<file path="src/rtl/core_pkg.sv">
// Shared core types and constants.
// Forward-select encoding used by the operand fetch stage.
package core_pkg;

    localparam int XLEN       = 32;
    localparam int REG_ADDR_W = 5;

    typedef enum logic [2:0] {
        FWD_RF,
        FWD_WB,
        FWD_MEM,
        FWD_EX,
        FWD_ZERO
    } fwd_sel_e;

endpackage

</file>
<file path="src/rtl/operand_fetch_stage_if.sv">
// Decode/regfile/forward/execute bundle around the operand fetch stage.
// slave is the stage view, master is the surrounding pipeline.
interface operand_fetch_stage_if
    import core_pkg::*;
#(
    parameter int XLEN   = 32,
    parameter int CTRL_W = 16,
    parameter int CNT_W  = 16
);

    logic                  Flush;
    logic                  Id_Valid;
    logic                  Id_Ready;
    logic [XLEN-1:0]       Id_Pc;
    logic [REG_ADDR_W-1:0] Id_Rs1_Addr;
    logic [REG_ADDR_W-1:0] Id_Rs2_Addr;
    logic                  Id_Rs1_Used;
    logic                  Id_Rs2_Used;
    logic [REG_ADDR_W-1:0] Id_Rd_Addr;
    logic                  Id_Rd_Wr;
    logic [XLEN-1:0]       Id_Imm;
    logic [CTRL_W-1:0]     Id_Ctrl;

    logic [REG_ADDR_W-1:0] Rf_Rd_Addr_1;
    logic [REG_ADDR_W-1:0] Rf_Rd_Addr_2;
    logic [XLEN-1:0]       Rf_Rd_Data_1;
    logic [XLEN-1:0]       Rf_Rd_Data_2;

    logic                  Exf_Valid;
    logic                  Exf_Is_Load;
    logic [REG_ADDR_W-1:0] Exf_Addr;
    logic [XLEN-1:0]       Exf_Data;
    logic                  Memf_Valid;
    logic [REG_ADDR_W-1:0] Memf_Addr;
    logic [XLEN-1:0]       Memf_Data;
    logic                  Wbf_Valid;
    logic [REG_ADDR_W-1:0] Wbf_Addr;
    logic [XLEN-1:0]       Wbf_Data;

    logic                  Ex_Valid;
    logic                  Ex_Ready;
    logic [XLEN-1:0]       Ex_Pc;
    logic [XLEN-1:0]       Ex_Rs1_Data;
    logic [XLEN-1:0]       Ex_Rs2_Data;
    logic [XLEN-1:0]       Ex_Imm;
    logic [REG_ADDR_W-1:0] Ex_Rd_Addr;
    logic                  Ex_Rd_Wr;
    logic [CTRL_W-1:0]     Ex_Ctrl;

    logic [CNT_W-1:0]      Stall_Cnt;
    fwd_sel_e              Rs1_Fwd_Sel;
    fwd_sel_e              Rs2_Fwd_Sel;

    modport slave (
        input  Flush, Id_Valid, Id_Pc,
        input  Id_Rs1_Addr, Id_Rs2_Addr,
        input  Id_Rs1_Used, Id_Rs2_Used,
        input  Id_Rd_Addr, Id_Rd_Wr,
        input  Id_Imm, Id_Ctrl,
        output Id_Ready,
        output Rf_Rd_Addr_1, Rf_Rd_Addr_2,
        input  Rf_Rd_Data_1, Rf_Rd_Data_2,
        input  Exf_Valid, Exf_Is_Load,
        input  Exf_Addr, Exf_Data,
        input  Memf_Valid, Memf_Addr, Memf_Data,
        input  Wbf_Valid, Wbf_Addr, Wbf_Data,
        output Ex_Valid,
        input  Ex_Ready,
        output Ex_Pc, Ex_Rs1_Data, Ex_Rs2_Data,
        output Ex_Imm, Ex_Rd_Addr, Ex_Rd_Wr,
        output Ex_Ctrl, Stall_Cnt,
        output Rs1_Fwd_Sel, Rs2_Fwd_Sel
    );

    modport master (
        output Flush, Id_Valid, Id_Pc,
        output Id_Rs1_Addr, Id_Rs2_Addr,
        output Id_Rs1_Used, Id_Rs2_Used,
        output Id_Rd_Addr, Id_Rd_Wr,
        output Id_Imm, Id_Ctrl,
        input  Id_Ready,
        input  Rf_Rd_Addr_1, Rf_Rd_Addr_2,
        output Rf_Rd_Data_1, Rf_Rd_Data_2,
        output Exf_Valid, Exf_Is_Load,
        output Exf_Addr, Exf_Data,
        output Memf_Valid, Memf_Addr, Memf_Data,
        output Wbf_Valid, Wbf_Addr, Wbf_Data,
        input  Ex_Valid,
        output Ex_Ready,
        input  Ex_Pc, Ex_Rs1_Data, Ex_Rs2_Data,
        input  Ex_Imm, Ex_Rd_Addr, Ex_Rd_Wr,
        input  Ex_Ctrl, Stall_Cnt,
        input  Rs1_Fwd_Sel, Rs2_Fwd_Sel
    );

endinterface

</file>
<file path="src/rtl/operand_fwd_mux.sv">
// One-source operand select: x0, then EX, MEM, WB, then regfile.
// Youngest producer wins; loads in EX never forward.
module operand_fwd_mux
    import core_pkg::*;
#(
    parameter int XLEN = 32
) (
    input  logic [REG_ADDR_W-1:0] addr,
    input  logic [XLEN-1:0]       rf_data,
    input  logic                  ex_valid,
    input  logic                  ex_is_load,
    input  logic [REG_ADDR_W-1:0] ex_addr,
    input  logic [XLEN-1:0]       ex_data,
    input  logic                  mem_valid,
    input  logic [REG_ADDR_W-1:0] mem_addr,
    input  logic [XLEN-1:0]       mem_data,
    input  logic                  wb_valid,
    input  logic [REG_ADDR_W-1:0] wb_addr,
    input  logic [XLEN-1:0]       wb_data,
    output logic [XLEN-1:0]       operand,
    output fwd_sel_e              sel
);

    logic ex_m;
    logic mem_m;
    logic wb_m;
    logic z_hit;
    logic ex_hit;
    logic mem_hit;
    logic wb_hit;

    assign ex_m  = ex_valid & ~ex_is_load & (ex_addr == addr);
    assign mem_m = mem_valid & (mem_addr == addr);
    assign wb_m  = wb_valid & (wb_addr == addr);

    // One-hot hit terms keep the decoder below truly unique.
    assign z_hit   = (addr == '0);
    assign ex_hit  = ~z_hit & ex_m;
    assign mem_hit = ~z_hit & ~ex_m & mem_m;
    assign wb_hit  = ~z_hit & ~ex_m & ~mem_m & wb_m;

    always_comb begin
        sel     = FWD_RF;
        operand = rf_data;
        unique case (1'b1)
            z_hit: begin
                sel     = FWD_ZERO;
                operand = '0;
            end
            ex_hit: begin
                sel     = FWD_EX;
                operand = ex_data;
            end
            mem_hit: begin
                sel     = FWD_MEM;
                operand = mem_data;
            end
            wb_hit: begin
                sel     = FWD_WB;
                operand = wb_data;
            end
            default: begin
                sel     = FWD_RF;
                operand = rf_data;
            end
        endcase
    end

endmodule

</file>
<file path="src/rtl/operand_fetch_stage.sv">
// Decode-to-execute stage: forwarding, load-use stall, one output slot.
// Slot holds bit-stable under backpressure; flush discards it.
module operand_fetch_stage
    import core_pkg::*;
#(
    parameter int XLEN   = 32,
    parameter int CTRL_W = 16,
    parameter int CNT_W  = 16
) (
    input  logic                  Clk_Core,
    input  logic                  Rst_Core_N,
    operand_fetch_stage_if.slave  bus
);

    logic [XLEN-1:0]       rs1_op;
    logic [XLEN-1:0]       rs2_op;
    fwd_sel_e              rs1_sel;
    fwd_sel_e              rs2_sel;
    logic                  hazard;
    logic                  slot_free;
    logic                  ready;
    logic                  accept;

    logic                  ex_valid;
    logic [XLEN-1:0]       ex_pc;
    logic [XLEN-1:0]       ex_rs1;
    logic [XLEN-1:0]       ex_rs2;
    logic [XLEN-1:0]       ex_imm;
    logic [REG_ADDR_W-1:0] ex_rd_addr;
    logic                  ex_rd_wr;
    logic [CTRL_W-1:0]     ex_ctrl;
    logic [CNT_W-1:0]      stall_cnt;

    assign bus.Rf_Rd_Addr_1 = bus.Id_Rs1_Addr;
    assign bus.Rf_Rd_Addr_2 = bus.Id_Rs2_Addr;

    operand_fwd_mux #(.XLEN(XLEN)) u_rs1 (
        .addr       (bus.Id_Rs1_Addr),
        .rf_data    (bus.Rf_Rd_Data_1),
        .ex_valid   (bus.Exf_Valid),
        .ex_is_load (bus.Exf_Is_Load),
        .ex_addr    (bus.Exf_Addr),
        .ex_data    (bus.Exf_Data),
        .mem_valid  (bus.Memf_Valid),
        .mem_addr   (bus.Memf_Addr),
        .mem_data   (bus.Memf_Data),
        .wb_valid   (bus.Wbf_Valid),
        .wb_addr    (bus.Wbf_Addr),
        .wb_data    (bus.Wbf_Data),
        .operand    (rs1_op),
        .sel        (rs1_sel)
    );

    operand_fwd_mux #(.XLEN(XLEN)) u_rs2 (
        .addr       (bus.Id_Rs2_Addr),
        .rf_data    (bus.Rf_Rd_Data_2),
        .ex_valid   (bus.Exf_Valid),
        .ex_is_load (bus.Exf_Is_Load),
        .ex_addr    (bus.Exf_Addr),
        .ex_data    (bus.Exf_Data),
        .mem_valid  (bus.Memf_Valid),
        .mem_addr   (bus.Memf_Addr),
        .mem_data   (bus.Memf_Data),
        .wb_valid   (bus.Wbf_Valid),
        .wb_addr    (bus.Wbf_Addr),
        .wb_data    (bus.Wbf_Data),
        .operand    (rs2_op),
        .sel        (rs2_sel)
    );

    assign bus.Rs1_Fwd_Sel = rs1_sel;
    assign bus.Rs2_Fwd_Sel = rs2_sel;

    // A load still in EX has no data yet, so its consumer must wait.
    assign hazard = bus.Id_Valid & bus.Exf_Valid & bus.Exf_Is_Load
                  & (bus.Exf_Addr != '0)
                  & ((bus.Id_Rs1_Used & (bus.Exf_Addr == bus.Id_Rs1_Addr))
                  |  (bus.Id_Rs2_Used & (bus.Exf_Addr == bus.Id_Rs2_Addr)));

    assign slot_free = ~ex_valid | bus.Ex_Ready;
    assign ready     = Rst_Core_N & slot_free & ~hazard & ~bus.Flush;
    assign accept    = bus.Id_Valid & ready;
    assign bus.Id_Ready = ready;

    always_ff @(posedge Clk_Core or negedge Rst_Core_N) begin
        if (!Rst_Core_N) begin
            ex_valid   <= 1'b0;
            ex_pc      <= '0;
            ex_rs1     <= '0;
            ex_rs2     <= '0;
            ex_imm     <= '0;
            ex_rd_addr <= '0;
            ex_rd_wr   <= 1'b0;
            ex_ctrl    <= '0;
        end else if (bus.Flush) begin
            ex_valid <= 1'b0;
        end else if (slot_free) begin
            ex_valid <= accept;
            if (accept) begin
                ex_pc      <= bus.Id_Pc;
                ex_rs1     <= rs1_op;
                ex_rs2     <= rs2_op;
                ex_imm     <= bus.Id_Imm;
                ex_rd_addr <= bus.Id_Rd_Addr;
                ex_rd_wr   <= bus.Id_Rd_Wr;
                ex_ctrl    <= bus.Id_Ctrl;
            end
        end
    end

    always_ff @(posedge Clk_Core or negedge Rst_Core_N) begin
        if (!Rst_Core_N) begin
            stall_cnt <= '0;
        end else if (hazard & slot_free & ~bus.Flush) begin
            if (stall_cnt != '1) begin
                stall_cnt <= stall_cnt + 1'b1;
            end
        end
    end

    assign bus.Ex_Valid    = ex_valid;
    assign bus.Ex_Pc       = ex_pc;
    assign bus.Ex_Rs1_Data = ex_rs1;
    assign bus.Ex_Rs2_Data = ex_rs2;
    assign bus.Ex_Imm      = ex_imm;
    assign bus.Ex_Rd_Addr  = ex_rd_addr;
    assign bus.Ex_Rd_Wr    = ex_rd_wr;
    assign bus.Ex_Ctrl     = ex_ctrl;
    assign bus.Stall_Cnt   = stall_cnt;

endmodule

</file>
<file path="src/flat_wrapper.sv">
// flat-port wrapper written by rule: the top's interface ports become plain ports
module operand_fetch_stage_flat import core_pkg::*;
#(
    parameter int XLEN   = 32,
    parameter int CTRL_W = 16,
    parameter int CNT_W  = 16
)
  (Clk_Core, Rst_Core_N, bus_Flush, bus_Id_Valid, bus_Id_Pc, bus_Id_Rs1_Addr, bus_Id_Rs2_Addr, bus_Id_Rs1_Used, bus_Id_Rs2_Used, bus_Id_Rd_Addr, bus_Id_Rd_Wr, bus_Id_Imm, bus_Id_Ctrl, bus_Id_Ready, bus_Rf_Rd_Addr_1, bus_Rf_Rd_Addr_2, bus_Rf_Rd_Data_1, bus_Rf_Rd_Data_2, bus_Exf_Valid, bus_Exf_Is_Load, bus_Exf_Addr, bus_Exf_Data, bus_Memf_Valid, bus_Memf_Addr, bus_Memf_Data, bus_Wbf_Valid, bus_Wbf_Addr, bus_Wbf_Data, bus_Ex_Valid, bus_Ex_Ready, bus_Ex_Pc, bus_Ex_Rs1_Data, bus_Ex_Rs2_Data, bus_Ex_Imm, bus_Ex_Rd_Addr, bus_Ex_Rd_Wr, bus_Ex_Ctrl, bus_Stall_Cnt, bus_Rs1_Fwd_Sel, bus_Rs2_Fwd_Sel);
  operand_fetch_stage_if #(.XLEN(XLEN), .CTRL_W(CTRL_W), .CNT_W(CNT_W)) bus_i ();
  input  logic Clk_Core;
  input  logic Rst_Core_N;
  input wire logic [$bits(bus_i.Flush)-1:0] bus_Flush;
  input wire logic [$bits(bus_i.Id_Valid)-1:0] bus_Id_Valid;
  input wire logic [$bits(bus_i.Id_Pc)-1:0] bus_Id_Pc;
  input wire logic [$bits(bus_i.Id_Rs1_Addr)-1:0] bus_Id_Rs1_Addr;
  input wire logic [$bits(bus_i.Id_Rs2_Addr)-1:0] bus_Id_Rs2_Addr;
  input wire logic [$bits(bus_i.Id_Rs1_Used)-1:0] bus_Id_Rs1_Used;
  input wire logic [$bits(bus_i.Id_Rs2_Used)-1:0] bus_Id_Rs2_Used;
  input wire logic [$bits(bus_i.Id_Rd_Addr)-1:0] bus_Id_Rd_Addr;
  input wire logic [$bits(bus_i.Id_Rd_Wr)-1:0] bus_Id_Rd_Wr;
  input wire logic [$bits(bus_i.Id_Imm)-1:0] bus_Id_Imm;
  input wire logic [$bits(bus_i.Id_Ctrl)-1:0] bus_Id_Ctrl;
  output wire logic [$bits(bus_i.Id_Ready)-1:0] bus_Id_Ready;
  output wire logic [$bits(bus_i.Rf_Rd_Addr_1)-1:0] bus_Rf_Rd_Addr_1;
  output wire logic [$bits(bus_i.Rf_Rd_Addr_2)-1:0] bus_Rf_Rd_Addr_2;
  input wire logic [$bits(bus_i.Rf_Rd_Data_1)-1:0] bus_Rf_Rd_Data_1;
  input wire logic [$bits(bus_i.Rf_Rd_Data_2)-1:0] bus_Rf_Rd_Data_2;
  input wire logic [$bits(bus_i.Exf_Valid)-1:0] bus_Exf_Valid;
  input wire logic [$bits(bus_i.Exf_Is_Load)-1:0] bus_Exf_Is_Load;
  input wire logic [$bits(bus_i.Exf_Addr)-1:0] bus_Exf_Addr;
  input wire logic [$bits(bus_i.Exf_Data)-1:0] bus_Exf_Data;
  input wire logic [$bits(bus_i.Memf_Valid)-1:0] bus_Memf_Valid;
  input wire logic [$bits(bus_i.Memf_Addr)-1:0] bus_Memf_Addr;
  input wire logic [$bits(bus_i.Memf_Data)-1:0] bus_Memf_Data;
  input wire logic [$bits(bus_i.Wbf_Valid)-1:0] bus_Wbf_Valid;
  input wire logic [$bits(bus_i.Wbf_Addr)-1:0] bus_Wbf_Addr;
  input wire logic [$bits(bus_i.Wbf_Data)-1:0] bus_Wbf_Data;
  output wire logic [$bits(bus_i.Ex_Valid)-1:0] bus_Ex_Valid;
  input wire logic [$bits(bus_i.Ex_Ready)-1:0] bus_Ex_Ready;
  output wire logic [$bits(bus_i.Ex_Pc)-1:0] bus_Ex_Pc;
  output wire logic [$bits(bus_i.Ex_Rs1_Data)-1:0] bus_Ex_Rs1_Data;
  output wire logic [$bits(bus_i.Ex_Rs2_Data)-1:0] bus_Ex_Rs2_Data;
  output wire logic [$bits(bus_i.Ex_Imm)-1:0] bus_Ex_Imm;
  output wire logic [$bits(bus_i.Ex_Rd_Addr)-1:0] bus_Ex_Rd_Addr;
  output wire logic [$bits(bus_i.Ex_Rd_Wr)-1:0] bus_Ex_Rd_Wr;
  output wire logic [$bits(bus_i.Ex_Ctrl)-1:0] bus_Ex_Ctrl;
  output wire logic [$bits(bus_i.Stall_Cnt)-1:0] bus_Stall_Cnt;
  output wire logic [$bits(bus_i.Rs1_Fwd_Sel)-1:0] bus_Rs1_Fwd_Sel;
  output wire logic [$bits(bus_i.Rs2_Fwd_Sel)-1:0] bus_Rs2_Fwd_Sel;
  assign bus_i.Flush = bus_Flush;
  assign bus_i.Id_Valid = bus_Id_Valid;
  assign bus_i.Id_Pc = bus_Id_Pc;
  assign bus_i.Id_Rs1_Addr = bus_Id_Rs1_Addr;
  assign bus_i.Id_Rs2_Addr = bus_Id_Rs2_Addr;
  assign bus_i.Id_Rs1_Used = bus_Id_Rs1_Used;
  assign bus_i.Id_Rs2_Used = bus_Id_Rs2_Used;
  assign bus_i.Id_Rd_Addr = bus_Id_Rd_Addr;
  assign bus_i.Id_Rd_Wr = bus_Id_Rd_Wr;
  assign bus_i.Id_Imm = bus_Id_Imm;
  assign bus_i.Id_Ctrl = bus_Id_Ctrl;
  assign bus_Id_Ready = bus_i.Id_Ready;
  assign bus_Rf_Rd_Addr_1 = bus_i.Rf_Rd_Addr_1;
  assign bus_Rf_Rd_Addr_2 = bus_i.Rf_Rd_Addr_2;
  assign bus_i.Rf_Rd_Data_1 = bus_Rf_Rd_Data_1;
  assign bus_i.Rf_Rd_Data_2 = bus_Rf_Rd_Data_2;
  assign bus_i.Exf_Valid = bus_Exf_Valid;
  assign bus_i.Exf_Is_Load = bus_Exf_Is_Load;
  assign bus_i.Exf_Addr = bus_Exf_Addr;
  assign bus_i.Exf_Data = bus_Exf_Data;
  assign bus_i.Memf_Valid = bus_Memf_Valid;
  assign bus_i.Memf_Addr = bus_Memf_Addr;
  assign bus_i.Memf_Data = bus_Memf_Data;
  assign bus_i.Wbf_Valid = bus_Wbf_Valid;
  assign bus_i.Wbf_Addr = bus_Wbf_Addr;
  assign bus_i.Wbf_Data = bus_Wbf_Data;
  assign bus_Ex_Valid = bus_i.Ex_Valid;
  assign bus_i.Ex_Ready = bus_Ex_Ready;
  assign bus_Ex_Pc = bus_i.Ex_Pc;
  assign bus_Ex_Rs1_Data = bus_i.Ex_Rs1_Data;
  assign bus_Ex_Rs2_Data = bus_i.Ex_Rs2_Data;
  assign bus_Ex_Imm = bus_i.Ex_Imm;
  assign bus_Ex_Rd_Addr = bus_i.Ex_Rd_Addr;
  assign bus_Ex_Rd_Wr = bus_i.Ex_Rd_Wr;
  assign bus_Ex_Ctrl = bus_i.Ex_Ctrl;
  assign bus_Stall_Cnt = bus_i.Stall_Cnt;
  assign bus_Rs1_Fwd_Sel = bus_i.Rs1_Fwd_Sel;
  assign bus_Rs2_Fwd_Sel = bus_i.Rs2_Fwd_Sel;
  operand_fetch_stage #(.XLEN(XLEN), .CTRL_W(CTRL_W), .CNT_W(CNT_W)) u_core (.Clk_Core(Clk_Core), .Rst_Core_N(Rst_Core_N), .bus(bus_i));
endmodule
</file>
<file path="config.mk">
export PLATFORM = sky130hd
export DESIGN_NAME = operand_fetch_stage_flat
export DESIGN_NICKNAME = d
export VERILOG_FILES = /design/src/rtl/core_pkg.sv /design/src/rtl/operand_fetch_stage_if.sv /design/src/rtl/operand_fwd_mux.sv /design/src/rtl/operand_fetch_stage.sv /design/src/flat_wrapper.sv
export SDC_FILE = /design/constraint.sdc
export NUM_CORES = 1
export LEC_CHECK = 0
export CORE_AREA = 4 4 181 183
export DETAILED_ROUTE_END_ITERATION = 6
export DIE_AREA = 0 0 185 187
export GPL_TIMING_DRIVEN = 0
export SYNTH_ARGS = -nofsm -noshare
export SYNTH_HDL_FRONTEND = slang
export SYNTH_SLANG_ARGS = --single-unit
</file>
<file path="constraint.sdc">
create_clock -name Clk_Core -period 2.3 [get_ports Clk_Core]
set_input_delay 0.345 -clock Clk_Core [delete_from_list [all_inputs] [get_ports Clk_Core]]
set_output_delay 0.345 -clock Clk_Core [all_outputs]
set_load 0.005 [all_outputs]
</file>
; After elaboration in Yosys (flattened, before gate mapping)
; Cells that the tools add are included.
[op_classes]
addsub = 1
eq_ne = 7
n_mux = 6
bitwise = 41
reduce_logical = 6
[op_table]
columns = cell, n
row1 = $pmux W32 S4, 2
row2 = $eq A5 B5 Y1, 6
row3 = $and A1 B1 Y1, 29
row4 = $pmux W3 S4, 2
row5 = $add A16 B1 Y16 const B, 1
row6 = $ne A16 B16 Y1 const B, 1
row7 = $logic_not A5 Y1, 2
row8 = $not A1 Y1, 10
row9 = $reduce_bool A5 Y1, 1
row10 = $reduce_and A3 Y1, 1
row11 = $mux W1, 2
row12 = $or A1 B1 Y1, 2
row13 = $reduce_and A2 Y1, 1
row14 = $reduce_bool A2 Y1, 1
[totals]
reg_bits = 167
output_inout_bits = 184
elab_cells = 70

; Longest topological paths before layout
[logic_depth]
word_depth = 10
mapped_depth = 9
ltp_nobuf = 6

; Cells and area by module
; From an unflattened synthesis, not the netlist that was laid out.
[unflattened]
cells_unflattened = 794
hier_area_um2 = 9352.7
[by_module_without_submodules]
columns = mod, n_inst, cells_each, area_per_inst_um2
row1 = operand_fetch_stage, 1, 436, 6710.2
row2 = operand_fwd_mux, 2, 179, 1321.3

; Least setup slack after synthesis
; OpenSTA, ideal clock, no wires.
[synth_timing]
path_type = input to register
start = input bus_Exf_Addr[0]
end = register u_core.ex_rs2[11], in the netlist u_core.bus.Ex_Rs2_Data[11]
setup_time_ns = 0.095
arrival_ns = 1.902
required_time_ns = 2.205
path_slack_ns = 0.303
cell_stages = 8
n_path_buf = 3
cell_sequence = nor3_1 -> a21oi_1 -> and4_1 -> or3_1 -> buf_2 -> buf_6 -> buf_2 -> o31ai_1
[synth_via]
elab_chain_cells = 9
[synth_lines]
columns = item, line_no
row1 = from (decl), flat_wrapper.sv:30  ; input wire logic [$bits(bus_i.Exf_Addr)-1:0] bus_Exf_Addr;
row2 = $eq A5 B5 Y1 (on tied branches), "operand_fetch_stage.sv:77, operand_fwd_mux.sv:32, operand_fetch_stage.sv:78"
row3 = $and A1 B1 Y1 (on tied branches), "operand_fetch_stage.sv:77, operand_fetch_stage.sv:78"
row4 = $or A1 B1 Y1, operand_fetch_stage.sv:78  ; | (bus.Id_Rs2_Used & (bus.Exf_Addr == bus.Id_Rs2_Addr)));
row5 = $and A1 B1 Y1, operand_fetch_stage.sv:77  ; & ((bus.Id_Rs1_Used & (bus.Exf_Addr == bus.Id_Rs1_Addr))
row6 = $not A1 Y1, operand_fetch_stage.sv:81  ; assign ready = Rst_Core_N & slot_free & ~hazard & ~bus.Flush;
row7 = $and A1 B1 Y1 (2 in series), operand_fetch_stage.sv:81
row8 = $and A1 B1 Y1, operand_fetch_stage.sv:82  ; assign accept = bus.Id_Valid & ready;
row9 = $reduce_and A3 Y1 (no source line), --
row10 = to (signal assigned), operand_fetch_stage.sv:102  ; ex_rs2 <= rs2_op;
row11 = to (decl), operand_fetch_stage.sv:27  ; logic [XLEN-1:0] ex_rs2;
; Parallel ways exist; a longest one is shown, timed or not.
; A chain may end at the register's enable or synchronous reset.

; Worst setup path in the final report
[layout_timing]
start = input bus_Id_Rs1_Addr[1]
end = output bus_Rs1_Fwd_Sel[2]
[layout_via]
elab_chain_cells = 7
[layout_lines]
columns = item, line_no
row1 = from (decl), flat_wrapper.sv:15  ; input wire logic [$bits(bus_i.Id_Rs1_Addr)-1:0] bus_Id_Rs1_Addr;
row2 = $eq A5 B5 Y1, operand_fwd_mux.sv:32  ; assign ex_m = ex_valid & ~ex_is_load & (ex_addr == addr);
row3 = $and A1 B1 Y1, operand_fwd_mux.sv:32
row4 = $not A1 Y1, "operand_fwd_mux.sv:39, operand_fwd_mux.sv:40"
row5 = $and A1 B1 Y1, "operand_fwd_mux.sv:39, operand_fwd_mux.sv:40"
row6 = $and A1 B1 Y1 (2 in series), operand_fwd_mux.sv:40  ; assign wb_hit = ~z_hit & ~ex_m & ~mem_m & wb_m;
row7 = $pmux W3 S4 (*), operand_fwd_mux.sv:45  ; unique case (1'b1)
row8 = to (decl), flat_wrapper.sv:48  ; output wire logic [$bits(bus_i.Rs1_Fwd_Sel)-1:0] bus_Rs1_Fwd_Sel;
; Mark *: on every way between the ends. The rest lies on a longest branch, timed or not.

==> impl_metrics.yaml <==
timing:
  slew_viol_final: 0
  relSlewSlack: 0.491
  fin_crit_sh: 0.988
  fmax_mhz: 440
  worst_pin_slew_ps: 763
  post-route-min-period_ps: 2270
  skew_ps: 12.6
  rsz0062_at_grt: "no"
  finalSetupViolCount: 0
  hold_violations: 0
pwr:
  ir_worst_vdd_mv: 0.387
  cellLeakagePower_nw: 6.54
  switching_share: 0.283
  power_frac_comb: 0.287
  pwr-share-seq: 0.394
  clkPwrFrac: 0.319
  p_int_w: 0.00671
  powerDensity_nw_per_um2: 622
  p_switching_w: 0.00265
routing:
  wl_per_cell_um: 22.0
  first_iter_violations: 614
  ant_nets: 0
  dr.pass1.iters: 5
  drc: 0
  viasPerCell: 5.04
  routed_wl_um: 42900
  via_count: 9839
clocking:
  root_buffer: "clkbuf_16"
  cts_tree: "built"
  clkLatencyLatePin_ps: 440
  cts-htree-levels: 4
  cts.clk_slew.worst_paths_ps: 80
  numCtsBuffers: 17
  clk_path_buf_depth: 2
  cts.sinks: 167
setup_path:
  path_class: "in -> out"
  reg2regPathDepth: 8
  critPathLaunchType: "input port"
  cp-end-kind: "output port"
  worst_path_max_delay_cell: "or4_1"
  r2r-start: "u_core.bus.Ex_Valid"
  r2r_slack_ps: 220
  slowest_delay_ps: 590
  worstReg2RegEnd: "u_core.bus.Ex_Rs2_Data[14]"
  crit_start: "bus_Id_Rs1_Addr[1]"
  endpoint: "bus_Rs1_Fwd_Sel[2]"
  crit_chain: "clkdlybuf4s15_2 -> or4_1 -> nor2_4 -> clkdlybuf4s50_1"
  cp.required_ps: 1960
  worst-path-max-fanout: 5
  worstPathArrival_ps: 1930
finish:
  final_cell_area_sq_um: 15000
  area_growth_pct: 73.6
  num-nets-final: 1818
  drive_gt1_frac: 0.136
  utilization: 0.482
  layout_common_cells: "434 x clkdlybuf4s50_1, 361 x nand2_1, 167 x dfrtp_1"
  final_common_cell: "clkdlybuf4s50_1"
  nFillCells: 3026
status:
  status: "finished clean"
floorplanning:
  start_util: 0.277
  core-area_sq_um: 31200
  num_io_pins: 466
  rows: 65
  die_x_um: 185
  die_h_um: 187
  die_area_sq_um: 34600
global_routing:
  grt_max_degree: 87
  grt_pass1_wl_um: 63700
  first_global_vias: 10100
  antenna_found_initial: 4
  track_usage: 0.241
  grt-ovfl-total: 0
synthesis:
  synth_cells: 1029
  yosys.area_share.simple: 0.235
  synth_compound_area_frac: 0.187
  synth_cell_type_count: 40
  synth_nets: 1312
  yosys_warnings: 0
  syn_area_sq_um: 8670
  synth-seq-area-share: 0.482
  synth_fa_ha_area_frac: 0.00144
  synth-seq-cells: 167
  syn-mean-instance-area_sq_um: 8.42
  synth_flop_cell: "dfrtp_1"
  synth_xor_area_frac: 0.0445
  synth_top_family_by_area: "simple AND/OR/NAND/NOR gates"
  synthArstFlopShare: 1.00
  synth-edff-count: 0
  synth_mux_area_frac: 0.00245
flow_run:
  maxCapViolCount: 0
placed_design:
  hpwl_um: 32800
  place_area_sq_um: 13900
  gp_congestion: 0.842
  io_buffers: 465
min_path:
  hold_class: "in -> reg"
==> metal layers <==
| metal | global-route usage | share of wire | vias to the layer above |
|---|---|---|---|
| met5 | 0 | 0.00030 | - |
| met2 | 0.398 | 0.47 | 532 |
| met4 | 0.0833 | 0.034 | 2 |
| met3 | 0.0706 | 0.095 | 90 |
| met1 | 0.300 | 0.40 | 4659 |
| li1 | - | - | 4556 |
==> power by group through the flow <==
stage               registers [W]  clock network [W]  logic [W]
floorplan                 0.00376                  0   0.000643
global placement          0.00373                  0    0.00258
detailed placement        0.00374                  0    0.00261
CTS                       0.00369            0.00305    0.00267
global route              0.00375            0.00318    0.00291
finish                    0.00369            0.00299    0.00268
==> worst min-delay path by stage <==
stage	start	endpoint	slack (ps)	cells after the start
finish	bus_Id_Pc[24]	u_core.bus.Ex_Pc[24]	430	3
global route	bus_Id_Pc[25]	u_core.bus.Ex_Pc[25]	410	3
CTS	Rst_Core_N	u_core.bus.Ex_Rs2_Data[0]	-90	1
detailed placement	Rst_Core_N	u_core.bus.Ex_Rs2_Data[0]	390	1
global placement	u_core.bus.Ex_Imm[4]	u_core.bus.Ex_Imm[4]	460	2
floorplan	Rst_Core_N	u_core.bus.Ex_Ctrl[0]	50	0
==> state kept, by name, summed over array words and instances, names as in the netlist <==
signal / cells
u_core.bus.Ex_Imm: 32
u_core.bus.Ex_Pc: 32
u_core.bus.Ex_Rs1_Data: 32
u_core.bus.Ex_Rs2_Data: 32
u_core.bus.Ex_Ctrl: 16
u_core.bus.Stall_Cnt: 16
u_core.bus.Ex_Rd_Addr: 5
u_core.bus.Ex_Rd_Wr: 1
u_core.bus.Ex_Valid: 1
==> stage by stage <==
stage | std cells | total power (W) | TNS [ps] | setup WS [ps] | hold WS, ps
finish | 1952 | 0.00936 | 0 | 26.7 | 425
global route | 1952 | 0.00985 | 0 | 9.62 | 410
CTS | 1946 | 0.00941 | -311 | -107 | -87.5
detailed placement | 1897 | 0.00635 | -233150 | -1930 | 390
global placement | 1896 | 0.00631 | -2256300 | -7830 | 458
floorplan | 1029 | 0.00440 | 0 | 303 | 49.4
==> kinds of logic after synthesis <==
family,count (synthesis)
AO/OA/AOI/OAI,232
XOR/XNOR,44
adder cells (fa/ha/maj),1
buffers and inverters,88
flip-flops,167
multiplexers,2
AND/OR/NAND/NOR,495
==> final cells by class <==
cell class | instances | area [sq um] | area share
Tap cell | 402 | 503 | 0.0334
Clock buffer | 20 | 457 | 0.0304
Antenna cell | 3 | 7.51 | 0.000499
Buffer | 83 | 499 | 0.0332
Inverter | 2 | 11.3 | 0.000749
Sequential cell | 167 | 4180 | 0.278
Clock inverter | 11 | 138 | 0.00915
Multi-Input combinational cell | 774 | 4350 | 0.289
Timing Repair Buffer | 490 | 4900 | 0.326
==> worst max-delay path, delay by kind of cell <==
| kind | cells | cell delay, ps |
|---|---|---|
| buffers and inverters | 2 | 780 |
| and+or+nand+nor | 2 | 800 |
==> what timing repair did <==
item | CTS | global route
setup endpoints to repair | 174 | 126
pin swaps | 15 | 10
buffers inserted | 20 | 0
hold endpoints to repair | 81 | 53
resized for setup | 123 | 57
==> cells in the mapped netlist (2+ instances only) <==
library cell	count	area, sq um
a21oi_1	4	20.0
a31oi_1	30	188
and2_1	3	18.8
and3_1	10	62.6
buf_2	29	145
buf_4	10	75.1
clkbuf_1	46	173
dfrtp_1	167	4180
inv_1	2	7.51
nand2_1	363	1360
nand2b_1	2	12.5
nand3_1	15	75.1
nand3b_1	2	15.0
nand4_1	10	62.6
nor2_1	38	143
nor2b_1	3	18.8
nor3_1	39	195
nor4_1	3	18.8
o21ai_0	33	165
o21ai_1	65	325
o221a_2	32	360
o221ai_1	2	17.5
o31a_1	32	280
o31ai_1	30	225
or2_2	2	12.5
xnor2_1	27	236
xor2_1	17	149
Power figures use the tool's default switching activity.
